$ cat src/rtl/game_pkg.sv
// Shared constants and types for the move entry path and the game FSM.
// Combinational definitions only; no latency.
// No flow control lives here; consumers apply their own handshakes.
package game_pkg;

  localparam int unsigned BOARD_SIZE = 10;
  localparam int unsigned COORD_W    = 4;
  localparam int unsigned ENTRY_W    = 2 * COORD_W;

  // Coordinate limit at coordinate width, so compares stay width-matched.
  localparam logic [COORD_W-1:0] BOARD_LIMIT = COORD_W'(BOARD_SIZE);
  // bit_count value meaning the entry buffer is full.
  localparam logic [3:0]         ENTRY_FULL  = 4'(ENTRY_W);

  typedef enum logic {
    COLLECT = 1'b0,
    PRESENT = 1'b1
  } entry_state_e;

  // x occupies the upper half, so the first bit entered lands in x's MSB.
  typedef struct packed {
    logic [COORD_W-1:0] x;
    logic [COORD_W-1:0] y;
  } move_t;

  // Board-edge check only; occupancy is the game FSM's business.
  function automatic logic move_in_range(input move_t m);
    return (m.x < BOARD_LIMIT) && (m.y < BOARD_LIMIT);
  endfunction

endpackage

$ cat src/rtl/button_conditioner.sv
// Raw push-button to single press pulse: 2-FF sync, debounce, rising-edge detect.
// Latency: press_pulse rises 2 + DEBOUNCE_CYCLES clocks after the raw level change.
// No backpressure: the pulse is one cycle wide and is lost if not sampled.
module button_conditioner #(
  parameter int unsigned DEBOUNCE_CYCLES = 500000
) (
  input  logic clk,
  input  logic reset,
  input  logic btn_raw,
  output logic press_pulse
);

  localparam int unsigned     CNT_W    = (DEBOUNCE_CYCLES > 1) ? $clog2(DEBOUNCE_CYCLES) : 1;
  localparam logic [CNT_W-1:0] CNT_LAST = CNT_W'(DEBOUNCE_CYCLES - 1);

  logic             sync1_q, sync1_d;
  logic             sync2_q, sync2_d;
  logic             stable_q, stable_d;
  logic [CNT_W-1:0] cnt_q, cnt_d;
  logic             pulse_q, pulse_d;

  // Count consecutive samples that disagree with the accepted level; flip after a full run.
  always_comb begin
    sync1_d  = btn_raw;
    sync2_d  = sync1_q;
    stable_d = stable_q;
    cnt_d    = cnt_q;
    pulse_d  = 1'b0;
    if (sync2_q == stable_q) begin
      cnt_d = '0;
    end else if (cnt_q == CNT_LAST) begin
      stable_d = sync2_q;
      cnt_d    = '0;
      pulse_d  = sync2_q;
    end else begin
      cnt_d = cnt_q + 1'b1;
    end
  end

  // Synchroniser, debounce state and pulse register, all cleared by reset.
  always_ff @(posedge clk or negedge reset) begin
    if (!reset) begin
      sync1_q  <= 1'b0;
      sync2_q  <= 1'b0;
      stable_q <= 1'b0;
      cnt_q    <= '0;
      pulse_q  <= 1'b0;
    end else begin
      sync1_q  <= sync1_d;
      sync2_q  <= sync2_d;
      stable_q <= stable_d;
      cnt_q    <= cnt_d;
      pulse_q  <= pulse_d;
    end
  end

  assign press_pulse = pulse_q;

endmodule

$ cat src/rtl/move_entry_collector.sv
// Collects button-entered bits into a range-checked (x,y) move for the game FSM.
// Latency: buffer/state update 1 clock after a conditioned press pulse (3 + DEBOUNCE_CYCLES from the raw press).
// Backpressure: a move is held on move_valid until move_ready; buttons are ignored meanwhile.
module move_entry_collector
  import game_pkg::*;
#(
  parameter int unsigned DEBOUNCE_CYCLES = 500000
) (
  input  logic               clk,
  input  logic               reset,
  input  logic               logic_0_button,
  input  logic               logic_1_button,
  input  logic               activity_button,
  input  logic               accept_en,
  input  logic               move_ready,
  output logic               move_valid,
  output logic [COORD_W-1:0] move_x,
  output logic [COORD_W-1:0] move_y,
  output logic               entry_error,
  output logic [ENTRY_W-1:0] entry_bits,
  output logic [3:0]         bit_count
);

  logic bit0_pulse;
  logic bit1_pulse;
  logic act_pulse;

  button_conditioner #(.DEBOUNCE_CYCLES(DEBOUNCE_CYCLES)) u_cond_bit0 (
    .clk         (clk),
    .reset       (reset),
    .btn_raw     (logic_0_button),
    .press_pulse (bit0_pulse)
  );

  button_conditioner #(.DEBOUNCE_CYCLES(DEBOUNCE_CYCLES)) u_cond_bit1 (
    .clk         (clk),
    .reset       (reset),
    .btn_raw     (logic_1_button),
    .press_pulse (bit1_pulse)
  );

  button_conditioner #(.DEBOUNCE_CYCLES(DEBOUNCE_CYCLES)) u_cond_act (
    .clk         (clk),
    .reset       (reset),
    .btn_raw     (activity_button),
    .press_pulse (act_pulse)
  );

  entry_state_e state_q, state_d;
  move_t        entry_q, entry_d;
  logic [3:0]   count_q, count_d;
  move_t        move_q,  move_d;
  logic         error_q, error_d;

  // Entry FSM: shift bits while collecting, validate on submit, hold the move until consumed.
  always_comb begin
    state_d = state_q;
    entry_d = entry_q;
    count_d = count_q;
    move_d  = move_q;
    error_d = 1'b0;
    case (state_q)
      COLLECT: begin
        if (accept_en) begin
          // Submit takes priority over any bit pressed in the same cycle.
          if (act_pulse) begin
            if ((count_q == ENTRY_FULL) && move_in_range(entry_q)) begin
              move_d  = entry_q;
              state_d = PRESENT;
            end else begin
              error_d = 1'b1;
              entry_d = '0;
              count_d = '0;
            end
          // Both bit buttons at once is ambiguous, so neither is taken; a full buffer never wraps.
          end else if ((bit0_pulse ^ bit1_pulse) && (count_q < ENTRY_FULL)) begin
            entry_d = move_t'({entry_q[ENTRY_W-2:0], bit1_pulse});
            count_d = count_q + 4'd1;
          end
        end
      end
      PRESENT: begin
        if (move_ready) begin
          state_d = COLLECT;
          entry_d = '0;
          count_d = '0;
        end
      end
      default: begin
        state_d = COLLECT;
      end
    endcase
  end

  // Entry state registers; reset discards any partial entry and pending move.
  always_ff @(posedge clk or negedge reset) begin
    if (!reset) begin
      state_q <= COLLECT;
      entry_q <= '0;
      count_q <= '0;
      move_q  <= '0;
      error_q <= 1'b0;
    end else begin
      state_q <= state_d;
      entry_q <= entry_d;
      count_q <= count_d;
      move_q  <= move_d;
      error_q <= error_d;
    end
  end

  assign move_valid  = (state_q == PRESENT);
  assign move_x      = move_q.x;
  assign move_y      = move_q.y;
  assign entry_error = error_q;
  assign entry_bits  = entry_q;
  assign bit_count   = count_q;

endmodule
$ cat config.mk
export PLATFORM = sky130hd
export DESIGN_NAME = move_entry_collector
export DESIGN_NICKNAME = d
export VERILOG_FILES = /design/src/rtl/game_pkg.sv /design/src/rtl/button_conditioner.sv /design/src/rtl/move_entry_collector.sv
export SDC_FILE = /design/constraint.sdc
export NUM_CORES = 1
export LEC_CHECK = 0
export ABC_CLOCK_PERIOD_IN_PS = 1610
export CAP_MARGIN = 30
export CORE_ASPECT_RATIO = 1.4
export CORE_UTILIZATION = 53
export DETAILED_ROUTE_END_ITERATION = 8
export MAX_ROUTING_LAYER = met4
export PLACE_DENSITY_LB_ADDON = 0.05
export SYNTH_ARGS = -nofsm -noshare
export SYNTH_HDL_FRONTEND = slang
export SYNTH_SLANG_ARGS = --single-unit
$ cat constraint.sdc
create_clock -name clk -period 1.61 [get_ports clk]
set_input_delay 0.483 -clock clk [delete_from_list [all_inputs] [get_ports clk]]
set_output_delay 0.483 -clock clk [all_outputs]
set_load 0.02 [all_outputs]
==> metrics.txt, run 1 <==
layout cells sized above 1=32.2%; crit-path cells=nand3_2, or4_4, or4_1, a21oi_1; Post-Synth Simple-Gate Area=24.8%; Crit Path Category=reg -> reg; post-route worst setup slack=-0.0504 ns; total design power=0.00406 W; Adder-Cell Fraction of Synth Area=~1.5%; largest family of logic cells by synthesized area=simple AND/OR/NAND/NOR gates; area grow syn2layout=34.1%; Setup violations, final=2; Sink Count=just over 90; post-synthesis mux area share=under 10%; CP startpoint kind=flop; CP max stage delay=between 0.5 and 0.6 ns; Post-Synth XOR/XNOR Area=between 8 and 9%; Post-Route WL=9.64 mm; Switching Power=~0.00095 W; relative slew slack=73.7%; H-tree levels=3; grt total ovfl=0; Peak VDD IR=499 µV; CTS max path bufs=2; Critical Path Start=u_cond_bit0.cnt_q[5]$_DFF_PN0_; DR DRC count=0; Place WS=-0.463 ns; crit end category=flop; Worst Path Required=1.90 ns; Crit Reg-Reg Startpoint=u_cond_bit0.cnt_q[5]$_DFF_PN0_; Comb power frac=4.7%; Yosys cell types=45; Reg-to-Reg End=u_cond_bit0.cnt_q[15]$_DFF_PN0_; vias in the first global route=~3,500; RSZ-0062 raised after global routing=true; die height=109 µm; fraction of registers with async set/reset=100%; TritonCTS Buffers=9; EDFF count, synth=0; Gate Count Post-Synth=about 420; Final ANT Viol Nets=0; flip-flop and latch area=around 0.0023 mm²; root buffer cell=clkbuf_8; Final period util=103%; Worst Tran Pin Value=0.393 ns; CP arrival=roughly 2.0 ns; final slew viol count=0; CP Max Fanout=4; Placer Congestion=roughly 0.90; CTS tree=built; Worst-path clk slew=0.09 ns; Cell Count, Final, Fillers Out=~640; diodes inserted=0; Synth top cells by count=dfrtp_1 (91), nor2_1 (54), nand2_1 (41); Worst Skew=about 0.010 ns; Worst R2R Path Depth=4; post-synth top area share=52.9%; drt wl/cell=about 15 µm; Internal Power=around 0.0031 W; Final min period=roughly 1.7 ns; Syn Nets=between 400 and 500; FMAX=between 600 and 700 MHz; first-pass GRT wire length=approximately 16 mm; vias=between 3,000 and 4,000; Main synth FF type=dfrtp_1; failing checks=setup timing; dpl cells=between 600 and 700; Slowest-stage cell, CP=or4_4; Multi-input gate area=~0.0021 mm²; sequential area share after synthesis=52.9%; status=finished with violations; synth top area cells=dfrtp_1 (53%), xnor2_1 (6.5%), nor2_1 (4.7%); WHS=around 0.027 ns; clock share of power=between 30% and 40%; power per cell area=703 mW/mm²; Overall Global Routing Usage=approximately a quarter; Sw Share=approximately a quarter; DRT Pass-1 Iters=4; Placed Area=0.00528 mm²; CTS Hold Bufs=0; Synth warnings=0; Syn Area/Cell=10.2 µm²; critical path endpoint=u_cond_bit0.cnt_q[15]$_DFF_PN0_; post-route cell area=0.00577 mm²; DP HPWL=between 6 and 7 mm; worst min path class=in -> async; Hold Violations, Final=0; Initial Util=55.2%; Fillers=a little under 600; most common cell in the netlist=dfrtp_1; Synth Register Bits=between 90 and 100; largest area contributor in the netlist=dfrtp_1; row count=38; die area=about 0.0085 mm²; Die Wd=a little under 80 µm; LEAKAGE=~2.5 nW; Final nets=550; IO Pins=29; initial drt markers=144; latest clock arrival within the worst-skew pair=0.36 ns; mapped cell area=about 0.0043 mm²; compound-cell area share of the yosys netlist=around 4.5%; R2R setup slack=-0.05 ns; max-cap violation count=0; core footprint=roughly 0.0078 mm²; Reg power frac=a little under three fifths; antenna violations before repair=0; post-detailed-route via-to-cell ratio=5.47; Port Buffer Count=28; largest net degree at the start of global routing=26
routing by layer:
layer | track usage, % | wire length [µm]
met1 | 28.1 | 4070
met2 | 42.4 | 5200
met3 | 3.93 | 219
met4 | 10.6 | 151
met5 | - | 0
cell families after synthesis:
logic type / after synthesis
flip-flops: 91
XOR/XNOR: 42
adder cells (fa/ha/maj): 5
AO/OA/AOI/OAI: 31
AND/OR/NAND/NOR: 207
buffers and inverters: 26
multiplexers: 22
worst min path at each step:
| stage | start | endpoint | slack (ns) | cells after the start |
|---|---|---|---|---|
| after detailed placement | u_cond_bit1.sync1_q$_DFF_PN0_ | u_cond_bit1.sync2_q$_DFF_PN0_ | 0.34 | 0 |
| after global placement | u_cond_bit1.sync1_q$_DFF_PN0_ | u_cond_bit1.sync2_q$_DFF_PN0_ | 0.34 | 0 |
| after global routing | reset | entry_bits[4]$_DFFE_PN0P_ | 0.03 | 1 |
| final | reset | move_x[3]$_DFFE_PN0P_ | 0.03 | 1 |
| after floorplan | reset | bit_count[0]$_DFFE_PN0P_ | 0.19 | 0 |
| after CTS | reset | move_x[3]$_DFFE_PN0P_ | 0.02 | 1 |
through the flow:
stage / utilization, % / setup TNS (ns)
2_1_floorplan: - / -0.644
3_3_place_gp: 67.7 / -6.02
3_5_place_dp: 67.7 / -6.53
4_1_cts: 70.9 / -0.0710
5_1_grt: 74.0 / -2.06
6_report: 74.0 / -0.0626
state kept, by name (all words and copies together) (netlist names), 4 cells and up:
name and count:
move_y 4, u_cond_act.cnt_q 19, bit_count 4, u_cond_bit1.cnt_q 19, u_cond_bit0.cnt_q 19, move_x 4
entry_bits 8
layout by cell type (no fill, tap or decap), types with 3 or more instances in the layout:
cell             netlist  final
clkdlybuf4s50_1        0      5
nor4_1                16      5
buf_12                 0      5
nor2_1                54     48
dlygate4sd2_1          0      8
or3_1                  5      5
dfrtp_1               91     84
and2_1                 3      3
nor4_2                 0      7
inv_1                 17     16
nand3_1               20     19
and3_1                 5      4
nor2_2                 0      6
mux2_2                11     11
dfrtp_2                0      7
clkinv_2               0      3
buf_6                  0      4
ha_1                   5      3
nor4_4                 0      4
o221ai_1               3      3
clkdlybuf4s15_1        0      5
mux2i_1               11     11
xor2_1                10     10
nor3_1                15     13
a21oi_1                8      7
o21ai_0               10      9
clkdlybuf4s15_2        0      7
nor3b_2                0      3
or2_4                  0      4
nand3_2                2      3
clkbuf_8               0      9
buf_4                  0     76
nor2b_1                4      3
xnor2_1               32     32
nand4_1               17     17
nand2_1               41     41
cell type report:
| class | count | share of cell area, % |
|---|---|---|
| repair buffers | 112 | 16.9 |
| flip-flops and latches | 91 | 39.6 |
| clock buffers | 9 | 2.15 |
| well taps | 100 | 2.17 |
| multi-input cells | 307 | 36.9 |
| inverters | 17 | 1.11 |
| clock inverters | 7 | 1.19 |
timing repair:
action                                 in CTS  in global routing
buffers inserted                            3                  9
gates cloned                                0                  0
setup endpoints to repair                  50                 56
pin swaps                                   4                 20
endpoints found under the hold margin       0                  0
gates resized for setup                    48                 49
critical path, delay by kind of cell (launching register included):
family,cells,cell delay (ns)
flip-flops,1,0.39
AO/OA/AOI/OAI,1,0.14
AND/OR/NAND/NOR,3,1.06
power groups by stage:
| stage | Combinational (W) | Sequential (W) | Clock (W) |
|---|---|---|---|
| after floorplan | 0.0000534 | 0.00237 | 0 |
| after global placement | 0.000177 | 0.00237 | 0 |
| after detailed placement | 0.000180 | 0.00238 | 0 |
| after CTS | 0.000182 | 0.00233 | 0.00158 |
| after global routing | 0.000215 | 0.00234 | 0.00166 |
| final | 0.000191 | 0.00233 | 0.00153 |
(Power assumes the default switching activity.)
==> inputs of run 2 (changes only) <==
--- a/config.mk
+++ b/config.mk
@@ -12,6 +12,7 @@
 export DETAILED_ROUTE_END_ITERATION = 8
 export MAX_ROUTING_LAYER = met4
 export PLACE_DENSITY_LB_ADDON = 0.05
+export SKIP_LAST_GASP = 1
 export SYNTH_ARGS = -nofsm -noshare
 export SYNTH_HDL_FRONTEND = slang
 export SYNTH_SLANG_ARGS = --single-unit
==> run 2 against run 1 <==
The run still ends with setup timing left; clock skew hardly changed; critical path depth stayed put; hold slack worse by 0.00059 ns; via count is 1.4% lower; clock-buffer cell count stayed put; flip-flop and latch count stayed put; final cell count is 0.16% lower; maximum frequency is 0.81% lower; largest cell class unchanged; largest power group unchanged; highest routed layer unchanged.
==> metrics.txt, run 2 (synthesis results as in run 1) <==
failing checks=setup timing; CTS max path bufs=2 (unchanged); Worst Skew=0.0102 ns (+0.000183 ns); relative slew slack=75.0% (+1.3 points); post-route worst setup slack=-0.0640 ns (-0.0136 ns); final slew viol count=0 (unchanged); CP arrival=1.96 ns (about the same); largest net degree at the start of global routing=26 (unchanged); top flop regs=u_cond_act.cnt_q: 19 flops, u_cond_bit0.cnt_q: 19 flops, u_cond_bit1.cnt_q: 19 flops; Placer Congestion=0.901 (unchanged); die height=109 µm (unchanged); diodes inserted=0 (unchanged); drt wl/cell=14.8 µm (-0.99%); IO Pins=29 (unchanged); Overall Global Routing Usage=24.5% (unchanged); die area=0.00850 mm² (unchanged); FMAX=597 MHz (-0.81%); CP delay by family, top=simple AND/OR/NAND/NOR gates; Reg-to-Reg End=u_cond_bit0.cnt_q[15]$_DFF_PN0_; most frequent cells in the layout=dfrtp_1 (86), buf_4 (77), nor2_1 (49); total negative slack=-0.0753 ns (-0.0128 ns); layout cells sized above 1=30.8% (-1.4 points); max-cap violation count=0 (unchanged); Setup violations, final=2 (unchanged); vias=3,471 (-1.4%); CP max stage delay=0.54 ns (about the same); Final period util=104% (+0.85 points); CP bufs+invs=0 (unchanged); R2R setup slack=-0.06 ns (about the same); Die Wd=78.2 µm (unchanged); Final min period=1.67 ns (+0.0136 ns); LEAKAGE=2.54 nW (+0.98%); core footprint=0.00780 mm² (unchanged); vias in the first global route=3,478 (+0.086%); latest clock arrival within the worst-skew pair=0.37 ns (about the same); crit-path cells=nand3_2, or4_4, or4_1, a21oi_1; Post-Route WL=9.53 mm (-1.1%); Worst Path Required=1.90 ns (about the same); Crit Reg-Reg Startpoint=u_cond_bit0.cnt_q[5]$_DFF_PN0_; DRT Pass-1 Iters=4 (unchanged); Peak VDD IR=497 µV (-0.35%); Sink Count=91 (unchanged); Worst-path clk slew=0.09 ns (about the same); CP startpoint kind=flop; Initial Util=55.2% (unchanged); Worst Tran Pin Value=0.374 ns (-0.0189 ns); post-detailed-route via-to-cell ratio=5.41 (-1.2%); CTS Hold Bufs=0 (unchanged); antenna violations before repair=0 (unchanged); first-pass GRT wire length=15.6 mm (unchanged); Crit Path Category=reg -> reg; flip-flop and latch area=0.00228 mm² (-0.11%); grt total ovfl=0 (unchanged); Slowest-stage cell, CP=or4_4; commonest non-fill, non-tap cell in the layout=dfrtp_1; crit end category=flop; H-tree levels=3 (unchanged); DR DRC count=0 (unchanged); DP HPWL=6.47 mm (unchanged); WHS=0.0264 ns (-0.000588 ns); TritonCTS Buffers=9 (unchanged); RSZ-0062 raised after global routing=true; Final nets=549 (-0.18%); post-route cell area=0.00574 mm² (-0.50%); CP Max Fanout=4 (unchanged); worst min path class=in -> async; Placed Area=0.00528 mm² (unchanged); status=finished with violations; initial drt markers=121 (-16%); Fillers=578 (+0.17%); CTS tree=built; row count=38 (unchanged); power per cell area=705 mW/mm² (+0.42%); Worst R2R Path Depth=4 (unchanged); root buffer cell=clkbuf_8; Multi-input gate area=0.00213 mm² (-0.23%); Port Buffer Count=28 (unchanged); area grow syn2layout=33.4%; Final ANT Viol Nets=0 (unchanged); Hold Violations, Final=0 (unchanged)
[run 2: area by class of cell]
| class | count | area share (%) |
|---|---|---|
| repair buffers | 111 | 16.6 |
| clock buffers | 9 | 2.16 |
| clock inverters | 7 | 1.20 |
| multi-input cells | 307 | 37.0 |
| flip-flops and latches | 91 | 39.8 |
| well taps | 100 | 2.18 |
| inverters | 17 | 1.11 |
[run 2: stage by stage]
stage | setup slack, ns | cells | utilization (%) | power (W)
final | -0.0640 | 642 | 73.7 | 0.00405
after global routing | -0.0954 | 642 | 73.7 | 0.00421
after CTS | -0.0849 | 634 | 70.8 | 0.00409
after detailed placement | -0.463 | 615 | 67.7 | 0.00256
after global placement | -0.422 | 615 | 67.7 | 0.00255
after floorplan | -0.0427 | 424 | - | 0.00243
[run 2: worst max path at each step]
stage	depth (start not counted)	slack [ns]	from	endpoint
after global placement	5	-0.42	accept_en	move_y[2]$_DFFE_PN0P_
after detailed placement	5	-0.46	accept_en	move_y[3]$_DFFE_PN0P_
final	4	-0.06	u_cond_bit0.cnt_q[5]$_DFF_PN0_	u_cond_bit0.cnt_q[15]$_DFF_PN0_
after CTS	1	-0.08	entry_bits[3]$_DFFE_PN0P_	entry_bits[3]
after floorplan	4	-0.04	u_cond_bit0.cnt_q[5]$_DFF_PN0_	u_cond_bit0.cnt_q[15]$_DFF_PN0_
after global routing	4	-0.1	u_cond_bit0.cnt_q[7]$_DFF_PN0_	u_cond_bit0.cnt_q[15]$_DFF_PN0_
[run 2: per-layer routing]
metal,routed length [µm],GRT usage (%)
met2,5160,42.4
met4,145,10.6
met1,4010,28.1
met5,0,-
met3,209,3.93
[run 2: repair_timing]
| action | in CTS | in global routing |
|---|---|---|
| endpoints found under the setup margin | 50 | 56 |
| pin swaps | 3 | 17 |
| setup buffers | 3 | 8 |
| resized for setup | 45 | 43 |
[run 2: report_power, final]
part	switching (W)	total (W)	internal [W]	leakage, nW
Clock	0.000821	0.00153	0.000711	0.0950
Combinational	0.000105	0.000189	0.0000839	1.21
Sequential	0.0000219	0.00233	0.00231	1.24
Total	0.000948	0.00405	0.00310	2.54
